### src/rtl/div_pkg.sv
// Shared types and constants for the divider request front-end.
package div_pkg;

  localparam int DIV_W = 4;

  // Quotient reported for a zero divisor.
  localparam logic [DIV_W-1:0] DZ_QUOT = 4'hF;

  typedef enum logic {
    IDLE = 1'b0,
    WAIT = 1'b1
  } div_state_t;

  typedef struct packed {
    logic [DIV_W-1:0] dividend;
    logic [DIV_W-1:0] divisor;
  } div_req_t;

endpackage

### src/rtl/div_req_fifo.sv
// DEPTH-entry request FIFO; wrap-bit pointers; head reads as zero when empty.
module div_req_fifo
  import div_pkg::*;
#(
  parameter int DEPTH = 4
) (
  input  logic     clk,
  input  logic     rst_n,
  input  logic     push,
  input  logic     pop,
  input  div_req_t wdata,
  output div_req_t rdata,
  output logic     full,
  output logic     empty
);

  localparam int AW = $clog2(DEPTH);
  localparam logic [AW:0] ONE = {{AW{1'b0}}, 1'b1};

  div_req_t    mem [DEPTH];
  logic [AW:0] wptr, rptr;
  logic        do_push, do_pop;

  // A push into a full FIFO is dropped even if a pop frees a slot this edge.
  assign do_push = push && !full;
  assign do_pop  = pop && !empty;
  assign empty   = (wptr == rptr);
  assign full    = (wptr[AW] != rptr[AW]) && (wptr[AW-1:0] == rptr[AW-1:0]);
  assign rdata   = empty ? '0 : mem[rptr[AW-1:0]];

  // Storage array; contents need no reset since empty masks the head.
  always_ff @(posedge clk) begin
    if (do_push) mem[wptr[AW-1:0]] <= wdata;
  end

  // Read/write pointers.
  always_ff @(posedge clk or negedge rst_n) begin
    if (!rst_n) begin
      wptr <= '0;
      rptr <= '0;
    end else begin
      if (do_push) wptr <= wptr + ONE;
      if (do_pop)  rptr <= rptr + ONE;
    end
  end

endmodule

### src/rtl/div_issue_queue.sv
// Divider front-end: queues requests, launches them, holds one result.
module div_issue_queue
  import div_pkg::*;
#(
  parameter int DEPTH = 4
) (
  input  logic             clk,
  input  logic             rst_n,
  input  logic             in_valid,
  output logic             in_ready,
  input  logic [DIV_W-1:0] in_dividend,
  input  logic [DIV_W-1:0] in_divisor,
  output logic             div_start,
  output logic [DIV_W-1:0] div_dividend,
  output logic [DIV_W-1:0] div_divisor,
  input  logic             div_ready,
  input  logic [DIV_W-1:0] div_quot,
  input  logic [DIV_W-1:0] div_rem,
  output logic             out_valid,
  input  logic             out_ready,
  output logic [DIV_W-1:0] out_quot,
  output logic [DIV_W-1:0] out_rem,
  output logic             out_dz,
  output logic             busy
);

  div_state_t state, state_n;
  div_req_t   req, head;
  logic       full, empty, pop, slot_free, load_dz, load_div;

  assign req          = {in_dividend, in_divisor};
  assign in_ready     = !full;
  assign div_dividend = head.dividend;
  assign div_divisor  = head.divisor;
  // Result slot can take a new value at this edge.
  assign slot_free    = !out_valid || out_ready;
  assign busy         = !empty || (state != IDLE) || out_valid;

  div_req_fifo #(.DEPTH(DEPTH)) u_fifo (
    .clk   (clk),
    .rst_n (rst_n),
    .push  (in_valid && in_ready),
    .pop   (pop),
    .wdata (req),
    .rdata (head),
    .full  (full),
    .empty (empty)
  );

  // Launch/complete control. Launch only with a free slot so a completion
  // always has somewhere to land; zero divisors bypass the divider.
  always_comb begin
    state_n   = state;
    pop       = 1'b0;
    div_start = 1'b0;
    load_dz   = 1'b0;
    load_div  = 1'b0;
    case (state)
      IDLE: begin
        if (!empty && slot_free) begin
          if (head.divisor == '0) begin
            pop     = 1'b1;
            load_dz = 1'b1;
          end else begin
            div_start = 1'b1;
            if (div_ready) begin
              pop     = 1'b1;
              state_n = WAIT;
            end
          end
        end
      end
      WAIT: begin
        // Quotient is only valid in the completion cycle; capture now.
        if (div_ready) begin
          load_div = 1'b1;
          state_n  = IDLE;
        end
      end
      default: state_n = IDLE;
    endcase
  end

  // State register; reset abandons any in-flight divide.
  always_ff @(posedge clk or negedge rst_n) begin
    if (!rst_n) state <= IDLE;
    else        state <= state_n;
  end

  // Result register; a new result wins over consumption in the same edge.
  always_ff @(posedge clk or negedge rst_n) begin
    if (!rst_n) begin
      out_valid <= 1'b0;
      out_quot  <= '0;
      out_rem   <= '0;
      out_dz    <= 1'b0;
    end else if (load_dz) begin
      out_valid <= 1'b1;
      out_quot  <= DZ_QUOT;
      out_rem   <= head.dividend;
      out_dz    <= 1'b1;
    end else if (load_div) begin
      out_valid <= 1'b1;
      out_quot  <= div_quot;
      out_rem   <= div_rem;
      out_dz    <= 1'b0;
    end else if (out_ready) begin
      out_valid <= 1'b0;
    end
  end

endmodule

### config.mk
export PLATFORM = sky130hd
export DESIGN_NAME = div_issue_queue
export DESIGN_NICKNAME = d
export VERILOG_FILES = /design/src/rtl/div_pkg.sv /design/src/rtl/div_req_fifo.sv /design/src/rtl/div_issue_queue.sv
export SDC_FILE = /design/constraint.sdc
export NUM_CORES = 1
export LEC_CHECK = 0
export ABC_AREA = 1
export BUFFER_PORTS_ARGS = -buffer_cell sky130_fd_sc_hd__buf_2
export CAP_MARGIN = 20
export CORE_MARGIN = 3
export CORE_UTILIZATION = 40
export CTS_CLUSTER_SIZE = 20
export DETAILED_ROUTE_END_ITERATION = 12
export HOLD_SLACK_MARGIN = 0.02
export PLACE_DENSITY = 0.66
export SYNTH_ARGS = -nofsm -noshare
export SYNTH_HDL_FRONTEND = slang
export SYNTH_HIERARCHICAL = 1
export SYNTH_SLANG_ARGS = --single-unit
### constraint.sdc
create_clock -name clk -period 5.9 [get_ports clk]
set_input_delay 0.295 -clock clk [delete_from_list [all_inputs] [get_ports clk]]
set_output_delay 0.295 -clock clk [all_outputs]
set_load 0.02 [all_outputs]
---- Yosys cells after proc, flatten, opt, wreduce, memory -nomap -nowiden ----
Memory sizes are Yosys's and may differ from the RTL's.
Cells that the tools add are included.
storage, ports and cells
  flip-flop bits (word level) ............. 17
  RAM bits ................................ 32
  output and inout port bits .............. 21
  memories kept ........................... 1
memories
  memory      words  bits a word  rd ports  clocked after Yosys merged registers in  write ports  RTL line            source
  u_fifo.mem  4      8            1         0                                        1            div_req_fifo.sv:20  div_req_t mem [DEPTH];
operators by class
  $add $sub $neg .......................... 2
  equal/unequal tests ..................... 3
  muxes and demuxes ....................... 27
  bitwise operators ....................... 1
  reduce and logical (&&, ||, !) cells .... 14
operators with widths
  kind                   number
  $mux W1                21
  $mux W4                4
  $mux W8                1
  $add A3 B1 Y3 const B  2
  $logic_and A1 B1 Y1    5
  $logic_not A4 Y1       1
  $eq A3 B3 Y1           1
  $logic_not A1 Y1       3
  $logic_or A1 B1 Y1     3
  $reduce_bool A3 Y1     1
  $eq A2 B2 Y1           1
  $pmux W1 S2            1
  $reduce_bool A2 Y1     1
  $ne A1 B1 Y1           1
  $not A1 Y1             1

---- Longest topological paths before layout ----
  depth after elaboration ................. 7
  gate-level depth with buffers ........... 17
  mapped depth without buffers ............ 14

---- Modules after synthesis ----
Netlist, hierarchy kept.
modules (own cells, without submodules)
  module           times used  cells an instance  area an instance (um^2)  seq. area each (um^2)
  div_req_fifo     1           166                1776.7                   1111.1
  div_issue_queue  1           80                 591.8                    275.3

---- Worst setup path after synthesis ----
No wires, ideal clock.
  kind .................................... register -> register
  from .................................... register u_fifo.rptr[0]
  to ...................................... register u_fifo.rptr[2]
  library setup time ...................... 0.117 ns
  arrival ................................. 1.880 ns
  slack ................................... 3.904 ns
  cell stages (with the launch flop) ...... 18
  buffers on the path ..................... 3
  period minus slack after synthesis ...... 1.996 ns
  cell sequence ........................... dfrtp_1 > buf_6 > inv_6 > nand2_4 > nand2_4 > nand3_4 > buf_6 > nand2_1 > inv_1 > nor2_1 > nand2_1 > inv_2 > nand2_2 > buf_6 > nand2_1 > nand2_1 > nand2_1 > nand2_1
on the way
  cells in the longest elaborated chain, start to end .. 7
  elaborated cells on any way between the ends .. 11
RTL lines
  what                                                  RTL line               source
  start, declared                                       div_req_fifo.sv:21     logic [AW:0] wptr, rptr;
  start signal, assigned                                div_req_fifo.sv:43     if (do_pop) rptr <= rptr + ONE;
  $mem_v2 Z4 W8 / $eq A3 B3 Y1 (equally long branches)  --
  $mux W8 *                                             div_req_fifo.sv:29     assign rdata = empty ? '0 : mem[rptr[AW-1:0]];
  via div_divisor[3]                                    div_issue_queue.sv:15  output logic [DIV_W-1:0] div_divisor,
  $logic_not A4 Y1 *                                    div_issue_queue.sv:61  if (head.divisor == '0) begin
  $mux W1 *                                             div_issue_queue.sv:61
  $mux W1 *                                             div_issue_queue.sv:60  if (!empty && slot_free) begin
  $mux W1 *                                             div_issue_queue.sv:58  case (state)
  via pop                                               div_issue_queue.sv:29  logic full, empty, pop, slot_free, load_dz, load_div;
  $logic_and A1 B1 Y1 *                                 div_req_fifo.sv:26     assign do_pop = pop && !empty;
The timed path passes the listed nets; every way through them passes the cells marked *.
A chain may end at the register's enable or synchronous reset.

---- Final worst setup path ----
  from .................................... register u_fifo.rptr[0]
  to ...................................... memory u_fifo/mem[2][7] in the netlist's numbering (enable)
on the way
  cells in the longest elaborated chain, start to end .. 7
RTL lines
  what                             RTL line                                   source
  $eq A2 B2 Y1 *                   div_req_fifo.sv:28                         assign full = (wptr[AW] != rptr[AW]) && (wptr[AW-1:0] == rptr[AW-1:0]);
  $logic_and A1 B1 Y1 *            div_req_fifo.sv:28
  via full                         div_issue_queue.sv:29
  $logic_not A1 Y1 *               div_req_fifo.sv:25, div_issue_queue.sv:32
  $logic_and A1 B1 Y1              div_issue_queue.sv:42                      .push (in_valid && in_ready),
  $logic_and A1 B1 Y1 *            div_req_fifo.sv:25                         assign do_push = push && !full;
  $mux W1 *                        div_req_fifo.sv:33                         if (do_push) mem[wptr[AW-1:0]] <= wdata;
  $mux W1 (implied by the code) *  div_req_fifo.sv:33
  end, declared                    div_req_fifo.sv:20
Marked as above.

==> run metrics <==
hold-fix buffer count after cts=1; pwr/cell area=~560 nW/um^2; DP HPWL=approximately 3400 microns; die area=6880 sq um; drt pass-1 iters=4; Slew @ Worst Pin=slightly below 0.8 ns; synthesized flop and latch total=between 40 and 50; setup violators final=0; Final nets=roughly 310; Rows=27; CTS tree=yes; Post-CTS Setup Bufs=0; CTS Root Buffer Type=clkbuf_8; CP arrival=2.53 ns; RR Startpoint=u_fifo/rptr[0]; register area share after synthesis=0.585; Cell Chain, Critical Path=inv_6, nand2_4, nand2_4, nand3_4, inv_1, nor2_1, nand2_2, nor2_1; first-pass GRT wire length=roughly 7600 microns; pin count of the biggest net entering global routing=21; CORE AREA=roughly 5600 sq um; Max Buffers Root-to-Sink=2; ANT cells=0; leakage power=1.28 nW; Critical R2R Capture=u_fifo/mem[2][7]; IO buf count=just over 40; dpl cell area=about 2600 sq um; IO Count=42; Clock Skews=about 0.0090 ns; post-route ant nets=0; Vias/cell=4.61; Area Overhead vs Synth=13.7%; maxcap violations=0; vias in the first global route=~1,600; Clk pin slew, worst setup/hold paths=~0.1 ns; share of layout cells above drive strength 1=0.236; Via Count=about 1,700; R2R cell count=8; total global routing overflow=0; drt first-iter violations=94; Req. time, crit path=5.83 ns; Period minus WS final=between 2 and 3 ns; H-tree levels=2; RSZ-0062 raised after global routing=no; Final Instance Area=roughly 2700 sq um; cells resized by post-CTS repair=0; DRC errors left=0; pre-CTS setup slack=3.34 ns; Ys Warns=6; CP Capture Type=flop; Die X=83.0 microns; CP max stage delay=a little under 0.8 ns; worst skew pair latency=~0.30 ns; worst hold start=in_dividend[0]; antenna violations before repair=0; status=complete, no violations; total track usage=0.136; Hold WS=0.209 ns; worst vdd ir=252 uV; CP top delay family=simple AND/OR/NAND/NOR gates; hold path endpoint=u_fifo/mem[0][4]; Final Hold Viols=0; Avg Cell Area, Syn=~9.6 sq um; Critical Path Slowest Stage Cell=dfrtp_1; initial core utilization=0.422; Setup TNS Final=0 ns; drt wl/cell=about 13 microns; worst-path maximum fanout=20; mapped cell area=2370 sq um; final max-slew violation count=0; reg2reg setup slack=roughly 3.3 ns; Worst Hold Path Cells=1; number of clock sinks=about 50; final setup margin=3.30 ns; Final Routed Wirelength=about 4500 microns; critical path launch point type=flop; final RePlAce weighted congestion=between 0.8 and 0.9; worst min path class=primary input to flop; die extent in y=a little over 80 microns; Worst Path Class, Setup=flop to flop; post-synth cell types=19; Max-slew headroom=0.479; worst path bufs/invs=2; TritonCTS Buffers=5; post-synthesis cell count=approximately 250; Mapped Nets=272; Tcrit/Tclk final=0.441; f_max=~380 MHz
[cells in the final DEF (no fill, tap or decap), types with 2 or more instances in the layout]
cell | Yosys | final
ha_1 | 5 | 5
edfxtp_1 | 32 | 32
inv_2 | 3 | 3
clkbuf_8 | 0 | 5
nand2_2 | 4 | 4
nand3_2 | 4 | 4
buf_2 | 2 | 41
nand3_4 | 2 | 2
o21ai_0 | 29 | 29
nand2_4 | 3 | 3
nor2_2 | 2 | 2
inv_6 | 1 | 2
nand3_1 | 11 | 11
nand2_1 | 61 | 61
inv_1 | 29 | 29
nor2_1 | 33 | 33
dfrtp_1 | 17 | 17
[kinds of logic (layout without fill, tap and decap cells)]
| group | count (synthesis) | count (layout) | share of synthesized area |
|---|---|---|---|
| flops | 49 | 49 | 0.585 |
| buf+inv | 41 | 83 | 0.0872 |
| simple gates | 120 | 120 | 0.234 |
| compound gates | 30 | 30 | 0.0634 |
| xor+xnor | 1 | 1 | 0.00370 |
| fa+ha+maj | 5 | 5 | 0.0264 |
[Yosys cell counts]
library cell  count  share of area
nand2_2           4          0.011
inv_6             1         0.0037
nor2_2            2         0.0053
nand2_1          61          0.097
xor2_1            1         0.0037
inv_2             3         0.0048
dfrtp_1          17           0.18
buf_2             2         0.0042
ha_1              5          0.026
o21ai_0          29          0.061
buf_6             6          0.029
nand3_2           4          0.017
nand3_4           2          0.015
o21ai_1           1         0.0021
nand3_1          11          0.023
inv_1            29          0.046
nand2_4           3          0.014
nor2_1           33          0.052
edfxtp_1         32           0.41
[worst max path at each step]
| stage | startpoint | end | slack, ns | depth (start not counted) |
|---|---|---|---|---|
| after floorplan | u_fifo/rptr[0] | u_fifo/rptr[2] | 3.90 | 17 |
| after global placement | u_fifo/rptr[0] | u_fifo/mem[2][5] | 3.43 | 8 |
| after detailed placement | u_fifo/rptr[0] | u_fifo/mem[2][5] | 3.34 | 8 |
| after CTS | u_fifo/rptr[0] | div_start | 3.31 | 11 |
| after global routing | u_fifo/rptr[0] | div_start | 3.07 | 11 |
| final | u_fifo/rptr[0] | u_fifo/mem[2][7] | 3.30 | 8 |
[through the flow]
step | instances | total power [mW] | util
floorplan | 246 | 1.15 | -
global placement | 351 | 1.32 | 0.461
detailed placement | 351 | 1.33 | 0.461
CTS | 360 | 1.54 | 0.480
global route | 360 | 1.66 | 0.480
finish | 360 | 1.52 | 0.480
[sequential cells by signal (all words and copies together), names as in the netlist]
register     flops
u_fifo/wptr      3
out_quot         4
u_fifo/rptr      3
state            1
out_rem          4
u_fifo/mem      32
out_valid        1
out_dz           1
[per-layer routing]
metal / global-route usage / wire length, microns
met3: 0.0347 / 231
met5: 0 / 0
met1: 0.192 / 2230
met4: 0.0357 / 19
met2: 0.209 / 2040
[area by class of cell]
cell class              count  area [sq um]
inverters                  33           129
repair buffers             42           215
clock inverters             3          28.8
clock buffers               5          68.8
flip-flops and latches     49          1390
multi-input cells         156           776
fillers                   568          2910
well taps                  72          90.1
[power breakdown]
group / total (mW) / switching, mW / leakage, nW / internal [mW]
clock: 0.206 / 0.117 / 0.0506 / 0.0887
combinational: 0.751 / 0.511 / 0.729 / 0.239
sequential: 0.565 / 0.0867 / 0.500 / 0.478
No activity file was read; power rests on OpenSTA's default activity.
